### src/rtl/szamologep_pkg.sv
// Shared types and constants for the calculator sequencing controller:
// state encoding, opcode values, button indices and the LED state map.
package szamologep_pkg;

  typedef enum logic [2:0] {
    S_IDLE   = 3'd0,
    S_GOT_A  = 3'd1,
    S_GOT_OP = 3'd2,
    S_GOT_B  = 3'd3,
    S_RUN    = 3'd4,
    S_DONE   = 3'd5
  } state_t;

  localparam logic [1:0] OP_ADD = 2'd0;
  localparam logic [1:0] OP_SUB = 2'd1;
  localparam logic [1:0] OP_MUL = 2'd2;
  localparam logic [1:0] OP_DIV = 2'd3;

  localparam int BTN_A    = 3;
  localparam int BTN_OP   = 2;
  localparam int BTN_B    = 1;
  localparam int BTN_EXEC = 0;

  // Entry states light one LED each; RUN and DONE have no status LED.
  function automatic logic [3:0] state_onehot(input state_t s);
    logic [3:0] oh;
    oh = 4'b0000;
    case (s)
      S_IDLE:   oh = 4'b0001;
      S_GOT_A:  oh = 4'b0010;
      S_GOT_OP: oh = 4'b0100;
      S_GOT_B:  oh = 4'b1000;
      default:  oh = 4'b0000;
    endcase
    return oh;
  endfunction

endpackage

### src/rtl/szamologep_vezerlo_gomb.sv
// One button input path: 2-flop synchroniser, saturating stable-high counter
// and a single-cycle press pulse when the counter first reaches DEB_CNT.
module gomb_pergesmentesito #(
  parameter int DEB_CNT = 4
) (
  input  logic clk,
  input  logic reset,
  input  logic btn_raw,
  output logic press
);

  localparam int CW = $clog2(DEB_CNT + 1);
  localparam logic [CW-1:0] CNT_MAX  = CW'(DEB_CNT);
  localparam logic [CW-1:0] CNT_LAST = CW'(DEB_CNT - 1);

  logic [1:0]    sync_q;
  logic [CW-1:0] cnt_q;

  always_ff @(posedge clk or negedge reset) begin
    if (!reset) begin
      sync_q <= 2'b00;
      cnt_q  <= '0;
      press  <= 1'b0;
    end else begin
      sync_q <= {sync_q[0], btn_raw};
      if (!sync_q[1]) begin
        cnt_q <= '0;
      end else if (cnt_q != CNT_MAX) begin
        cnt_q <= cnt_q + 1'b1;
      end
      // Fires only on the step into saturation, so a held button never repeats.
      press <= sync_q[1] && (cnt_q == CNT_LAST);
    end
  end

endmodule

### src/rtl/szamologep_vezerlo.sv
// Calculator sequencing controller: debounced buttons drive the entry order
// opA -> op -> opB -> execute, then a start/done exchange with the ALU.
module szamologep_vezerlo
  import szamologep_pkg::*;
#(
  parameter int DW      = 8,
  parameter int DEB_CNT = 4,
  parameter int TIMEOUT = 64
) (
  input  logic          clk,
  input  logic          reset,
  input  logic [DW-1:0] dip_sw,
  input  logic [3:0]    btn,
  input  logic          alu_done,
  input  logic [DW-1:0] alu_result,
  output logic [DW-1:0] op_a,
  output logic [DW-1:0] op_b,
  output logic [1:0]    op_sel,
  output logic          alu_start,
  output logic          busy,
  output logic          err,
  output logic [DW-1:0] leds,
  output logic [2:0]    state_dbg
);

  localparam int TW = $clog2(TIMEOUT + 1);
  localparam logic [TW-1:0] TMR_LAST = TW'(TIMEOUT - 1);

  state_t        state;
  logic [DW-1:0] result_q;
  logic [TW-1:0] tmr_q;
  logic [3:0]    ev;
  logic          ev_any;
  logic          ev_multi;

  for (genvar g = 0; g < 4; g++) begin : g_btn
    gomb_pergesmentesito #(.DEB_CNT(DEB_CNT)) u_gomb (
      .clk     (clk),
      .reset   (reset),
      .btn_raw (btn[g]),
      .press   (ev[g])
    );
  end

  assign ev_any   = |ev;
  assign ev_multi = (ev & (ev - 4'd1)) != 4'd0;

  // ALU handshake: alu_start is a one-cycle pulse issued on entry to RUN;
  // the ALU answers with a one-cycle alu_done carrying alu_result. alu_done
  // is only consumed while in RUN, everywhere else it is dropped.
  always_ff @(posedge clk or negedge reset) begin
    if (!reset) begin
      state     <= S_IDLE;
      op_a      <= '0;
      op_b      <= '0;
      op_sel    <= OP_ADD;
      alu_start <= 1'b0;
      err       <= 1'b0;
      result_q  <= '0;
      tmr_q     <= '0;
    end else begin
      alu_start <= 1'b0;
      case (state)
        S_RUN: begin
          if (alu_done) begin
            result_q <= alu_result;
            state    <= S_DONE;
          end else if (tmr_q == TMR_LAST) begin
            err   <= 1'b1;
            state <= S_IDLE;
          end else begin
            tmr_q <= tmr_q + 1'b1;
          end
        end
        S_IDLE, S_GOT_A, S_GOT_OP, S_GOT_B, S_DONE: begin
          if (ev_multi) begin
            err <= 1'b1;
          end else if (ev[BTN_A] && (state == S_IDLE || state == S_GOT_A ||
                                     state == S_DONE)) begin
            op_a     <= dip_sw;
            err      <= 1'b0;
            result_q <= '0;
            state    <= S_GOT_A;
          end else if (ev_any && state != S_DONE) begin
            case (state)
              S_GOT_A: begin
                if (ev[BTN_OP] && dip_sw[DW-1:2] == '0) begin
                  op_sel <= dip_sw[1:0];
                  state  <= S_GOT_OP;
                end else begin
                  err <= 1'b1;
                end
              end
              S_GOT_OP: begin
                if (ev[BTN_B]) begin
                  op_b  <= dip_sw;
                  state <= S_GOT_B;
                end else begin
                  err <= 1'b1;
                end
              end
              S_GOT_B: begin
                if (!ev[BTN_EXEC]) begin
                  err <= 1'b1;
                end else if (op_sel == OP_DIV && op_b == '0) begin
                  // Division by zero never reaches the ALU.
                  err   <= 1'b1;
                  state <= S_IDLE;
                end else begin
                  alu_start <= 1'b1;
                  tmr_q     <= '0;
                  state     <= S_RUN;
                end
              end
              default: err <= 1'b1;
            endcase
          end
        end
        default: state <= S_IDLE;
      endcase
    end
  end

  assign busy      = (state == S_RUN);
  assign state_dbg = state;

  always_comb begin
    leds = '0;
    if (state == S_DONE) begin
      leds = result_q;
    end else begin
      leds[DW-1] = err;
      leds[3:0]  = state_onehot(state);
    end
  end

endmodule

### config.mk
export PLATFORM = sky130hd
export DESIGN_NAME = szamologep_vezerlo
export DESIGN_NICKNAME = d
export VERILOG_FILES = /design/src/rtl/szamologep_pkg.sv /design/src/rtl/szamologep_vezerlo_gomb.sv /design/src/rtl/szamologep_vezerlo.sv
export SDC_FILE = /design/constraint.sdc
export NUM_CORES = 1
export LEC_CHECK = 0
export BUFFER_PORTS_ARGS = -buffer_cell sky130_fd_sc_hd__buf_2
export CAP_MARGIN = 20
export CORE_AREA = 10 10 86 81
export DETAILED_ROUTE_END_ITERATION = 10
export DIE_AREA = 0 0 96 91
export MAX_ROUTING_LAYER = met4
export PLACE_DENSITY = 0.8
export SETUP_SLACK_MARGIN = 0.1
export SYNTH_ARGS = -nofsm -noshare
export SYNTH_HDL_FRONTEND = slang
export SYNTH_SLANG_ARGS = --single-unit
### constraint.sdc
create_clock -name clk -period 4.3 [get_ports clk]
set_input_delay 0.43 -clock clk [delete_from_list [all_inputs] [get_ports clk]]
set_output_delay 0.43 -clock clk [all_outputs]
set_load 0.005 [all_outputs]
==> run summary <==
Cells with a size suffix above 1 make up 27.8% of the layout. The area enclosed by the die boundary is 8740 um2. Synthesis produced a netlist with a net count of 310. The logs give 0 for the DRC violation count after routing and 401 for the final non-filler cell total. The number of gates resized after CTS was 0. For the number of max-slew violations in the final report, the log shows 0. The clock passes through at most 2 buffers. The path class of the tightest hold or removal check is in2async.

The floorplan has 25 rows. The weighted congestion at the end of routability-driven global placement came out at 0.925. For this design the top-level I/O count stands at 55. For this run, asynchronously set or reset flops after synthesis account for 100%. After clock tree synthesis, the setup repair step added 0 buffers. Summed over all layers, the global routing overflow is 0.

The count of yosys warnings during synthesis is 0, and the number of nets in the finished design is 365. The time the worst path needs with I/O delays and setup came out at 2580 ps. By startpoint and endpoint, the worst setup path is classified as reg2out. After synthesis the netlist holds a flip-flop and latch count of 62. The die width is 96 um, and the total vias in the final route is 2276. The number of distinct library cells after synthesis is 47, and the leakage power is 1.67 nW.

The root buffer cell chosen for the clock tree is sky130_fd_sc_hd__clkbuf_8. Wires add up to 6360 um. The post-detailed-route wirelength per cell was 15.9 um. Across every metal layer, demand over resource in global routing totals 15.8%. The clock sink count was 62; the maximum frequency from static timing analysis was 387 MHz. Among all flip-flop cells after synthesis, the most frequent one is sky130_fd_sc_hd__dfrtp_1. For this design, the CTS-stage hold fixing added 0 buffers. The tools report the worst ir drop on vdd as 0.319 mV.

The tools report the initial standard-cell utilization of the core as 58.0%. Setup repair after global routing left no endpoint under its margin. In this run, synthesis inferred 0 flip-flops with an integrated enable. The die boundary height is 91 um. The later pin in the worst-skew pair is clocked with a latency of 330 ps.

Across the run, the number of max-cap violations was 0. Clock skew on the completed layout was measured at 5.07 ps. Total chip power: 2.18 mW.

The mean instance size in the synthesized netlist was 10.9 um2; the final clock period utilization by the worst path was 60.1%. Summing the sequential cell areas from Yosys gives 52.1% of the chip area. 0 antenna diodes ended up in the layout. After detailed routing, the number of vias per cell comes to 5.68. The tools report the data arrival time of the worst path as 2150 ps. Summing every instance area after synthesis gives 2980 um2. Sort of element at the start of the critical path: a flip-flop. The logs give 33 for the largest net degree at the start of global routing and 0 for the total setup violations reported at the end of the flow.

The run finished with clean final reports. In this run, placement finished with an instance count of 385. Final count of hold timing violations: 0.

After the first detailed-routing iteration, the DRC count stood at 173. The largest fanout on the critical path is 15. The number of clock buffers added by TritonCTS is 9. The register clock-pin slew on the reported worst setup and hold paths is 70 ps, and the worst slew slack as a fraction of its limit is 41.8%. The global-route wire length before repair was 10600 um; the required arrival time at the worst endpoint was 3870 ps.

Adding up every negative setup slack in the final design gives 0 ps. The power density relative to cell area came out at 619 nW/um2. Once detail routing completed, the nets flagged for antenna violations numbered 0. The worst register-to-register path has a setup slack of 1920 ps. Synthesis produced 274 cells.

Input and output buffers added on the ports amount to 54. H-tree depth reported by CTS: 3. The kind of capture point of the worst setup path was an output port. The launching point of the worst reg2reg path was state_dbg[2]. In this run the standard cell core region covers 5130 um2. The slew at the pin closest to its max-slew limit came out at 867 ps. TritonCTS built the clock tree. The number of cells on the worst reg-to-reg path is 5. After filler insertion, the fill cell instance count of the layout stands at 387.

The number of global-route vias before repair was 2341; the detailed-routing iteration count for the pre-antenna-repair pass was 4. The initial antenna violation count was 0. The worst register-to-register path ends at tmr_q[4].

The area growth from synthesis to layout works out to 18.3%. After legalization and detailed placement, the total HPWL measured 4590 um.
## per-layer routing
metal / track usage, % / vias up / part of all wire, %
li1: - / 1095 / -
met1: 17.9 / 1099 / 42
met2: 24.6 / 74 / 49
met3: 5.93 / 8 / 7.5
met4: 6.27 / 0 / 1.3
met5: - / - / 0
## cells in the final DEF, fill, tap and decap left out, types with 3 or more instances in the layout
master / instances
sky130_fd_sc_hd__ha_1: 13
sky130_fd_sc_hd__nand2_1: 22
sky130_fd_sc_hd__nor2b_1: 4
sky130_fd_sc_hd__nor2_1: 5
sky130_fd_sc_hd__o21ai_0: 15
sky130_fd_sc_hd__and2_1: 8
sky130_fd_sc_hd__and3_1: 4
sky130_fd_sc_hd__o211ai_1: 3
sky130_fd_sc_hd__buf_2: 54
sky130_fd_sc_hd__nor4_1: 3
sky130_fd_sc_hd__inv_1: 19
sky130_fd_sc_hd__a21oi_1: 8
sky130_fd_sc_hd__clkbuf_8: 12
sky130_fd_sc_hd__a21boi_0: 9
sky130_fd_sc_hd__a22o_1: 9
sky130_fd_sc_hd__or3_1: 9
sky130_fd_sc_hd__mux2_2: 19
sky130_fd_sc_hd__xnor2_1: 4
sky130_fd_sc_hd__dfrtp_1: 62
sky130_fd_sc_hd__nand3_1: 13
sky130_fd_sc_hd__nor3_1: 4
## where the power goes
part | internal (mW) | total (mW) | switching, mW
Clock | 0.373 | 0.589 | 0.216
Sequential | 0.750 | 0.907 | 0.157
Combinational | 0.337 | 0.684 | 0.347
## kinds of logic (layout without fill, tap and decap cells)
logic type      Yosys count  count (layout)  share of synthesized area (%)
simple gates             84              84                           15.3
flops                    62              62                           52.1
compound gates           59              59                           13.7
buf+inv                  30              90                           4.08
mux                      20              20                           7.52
fa+ha+maj                14              14                           5.80
xor+xnor                  5               5                           1.47
## synth_stat cells (2+ instances only)
master | count | share of area [%]
sky130_fd_sc_hd__a22o_1 | 9 | 2.6
sky130_fd_sc_hd__mux2_2 | 19 | 7.2
sky130_fd_sc_hd__dfrtp_1 | 62 | 52
sky130_fd_sc_hd__inv_1 | 19 | 2.4
sky130_fd_sc_hd__nor2b_1 | 4 | 0.84
sky130_fd_sc_hd__and2_1 | 8 | 1.7
sky130_fd_sc_hd__nor3_1 | 4 | 0.67
sky130_fd_sc_hd__xnor2_1 | 4 | 1.2
sky130_fd_sc_hd__nand3_1 | 13 | 2.2
sky130_fd_sc_hd__o211ai_1 | 3 | 0.76
sky130_fd_sc_hd__a21boi_0 | 9 | 2.3
sky130_fd_sc_hd__nand2_1 | 22 | 2.8
sky130_fd_sc_hd__o22a_1 | 2 | 0.59
sky130_fd_sc_hd__or2_2 | 2 | 0.42
sky130_fd_sc_hd__or4_1 | 2 | 0.50
sky130_fd_sc_hd__o21ai_0 | 15 | 2.5
sky130_fd_sc_hd__clkbuf_1 | 9 | 1.1
sky130_fd_sc_hd__ha_1 | 13 | 5.5
sky130_fd_sc_hd__nand2b_1 | 2 | 0.42
sky130_fd_sc_hd__a21oi_1 | 8 | 1.3
sky130_fd_sc_hd__o21a_1 | 2 | 0.50
sky130_fd_sc_hd__or3_1 | 9 | 1.9
sky130_fd_sc_hd__nor2_1 | 5 | 0.63
sky130_fd_sc_hd__nor4_1 | 3 | 0.63
sky130_fd_sc_hd__and3_1 | 4 | 0.84
## stage by stage
step                      utilization, %  hold slack [ps]  instance area, um2  worst slack [ps]
after floorplan                        -              134                2980              2340
after global placement              64.1              332                3290              2010
after detailed placement            64.1              340                3290              1970
after CTS                           68.7              154                3520              1730
after global routing                68.7              174                3520              1540
final                               68.7              142                3520              1720
## final cells by class
| class | instances | area (um2) | share of cell area (%) |
|---|---|---|---|
| multi-input combinational | 182 | 1300 | 37.0 |
| timing repair buffer | 55 | 278 | 7.89 |
| clock inverter | 3 | 65.1 | 1.85 |
| tap | 67 | 83.8 | 2.38 |
| clock buffer | 13 | 169 | 4.80 |
| inverter | 19 | 71.3 | 2.02 |
| sequential | 62 | 1550 | 44.0 |
## worst max-delay path by stage
stage / startpoint / end / slack (ps) / depth (start not counted)
5_1_grt: state_dbg[0] / leds[7] / 1540 / 4
4_1_cts: state_dbg[0] / leds[7] / 1730 / 4
2_1_floorplan: state_dbg[1] / tmr_q[4] / 2340 / 6
3_5_place_dp: state_dbg[2] / tmr_q[4] / 1970 / 5
3_3_place_gp: op_b[3] / tmr_q[3] / 2010 / 5
6_report: state_dbg[0] / leds[7] / 1720 / 4
## flip-flops by register name (all words and copies together) (netlist names)
register,count
err,1
op_sel,2
op_b,8
g_btn.u_gomb.cnt_q,12
g_btn.u_gomb.press,4
tmr_q,7
op_a,8
alu_start,1
state_dbg,3
g_btn.u_gomb.sync_q,8
result_q,8
## critical path, cell delays in order (launching register included)
cell                      delay [ps]
sky130_fd_sc_hd__dfrtp_1         600
sky130_fd_sc_hd__nor2b_1         670
sky130_fd_sc_hd__nand2_1         130
sky130_fd_sc_hd__mux2_2          290
sky130_fd_sc_hd__buf_2           120
Note: power is estimated with default switching activity, not from simulation.
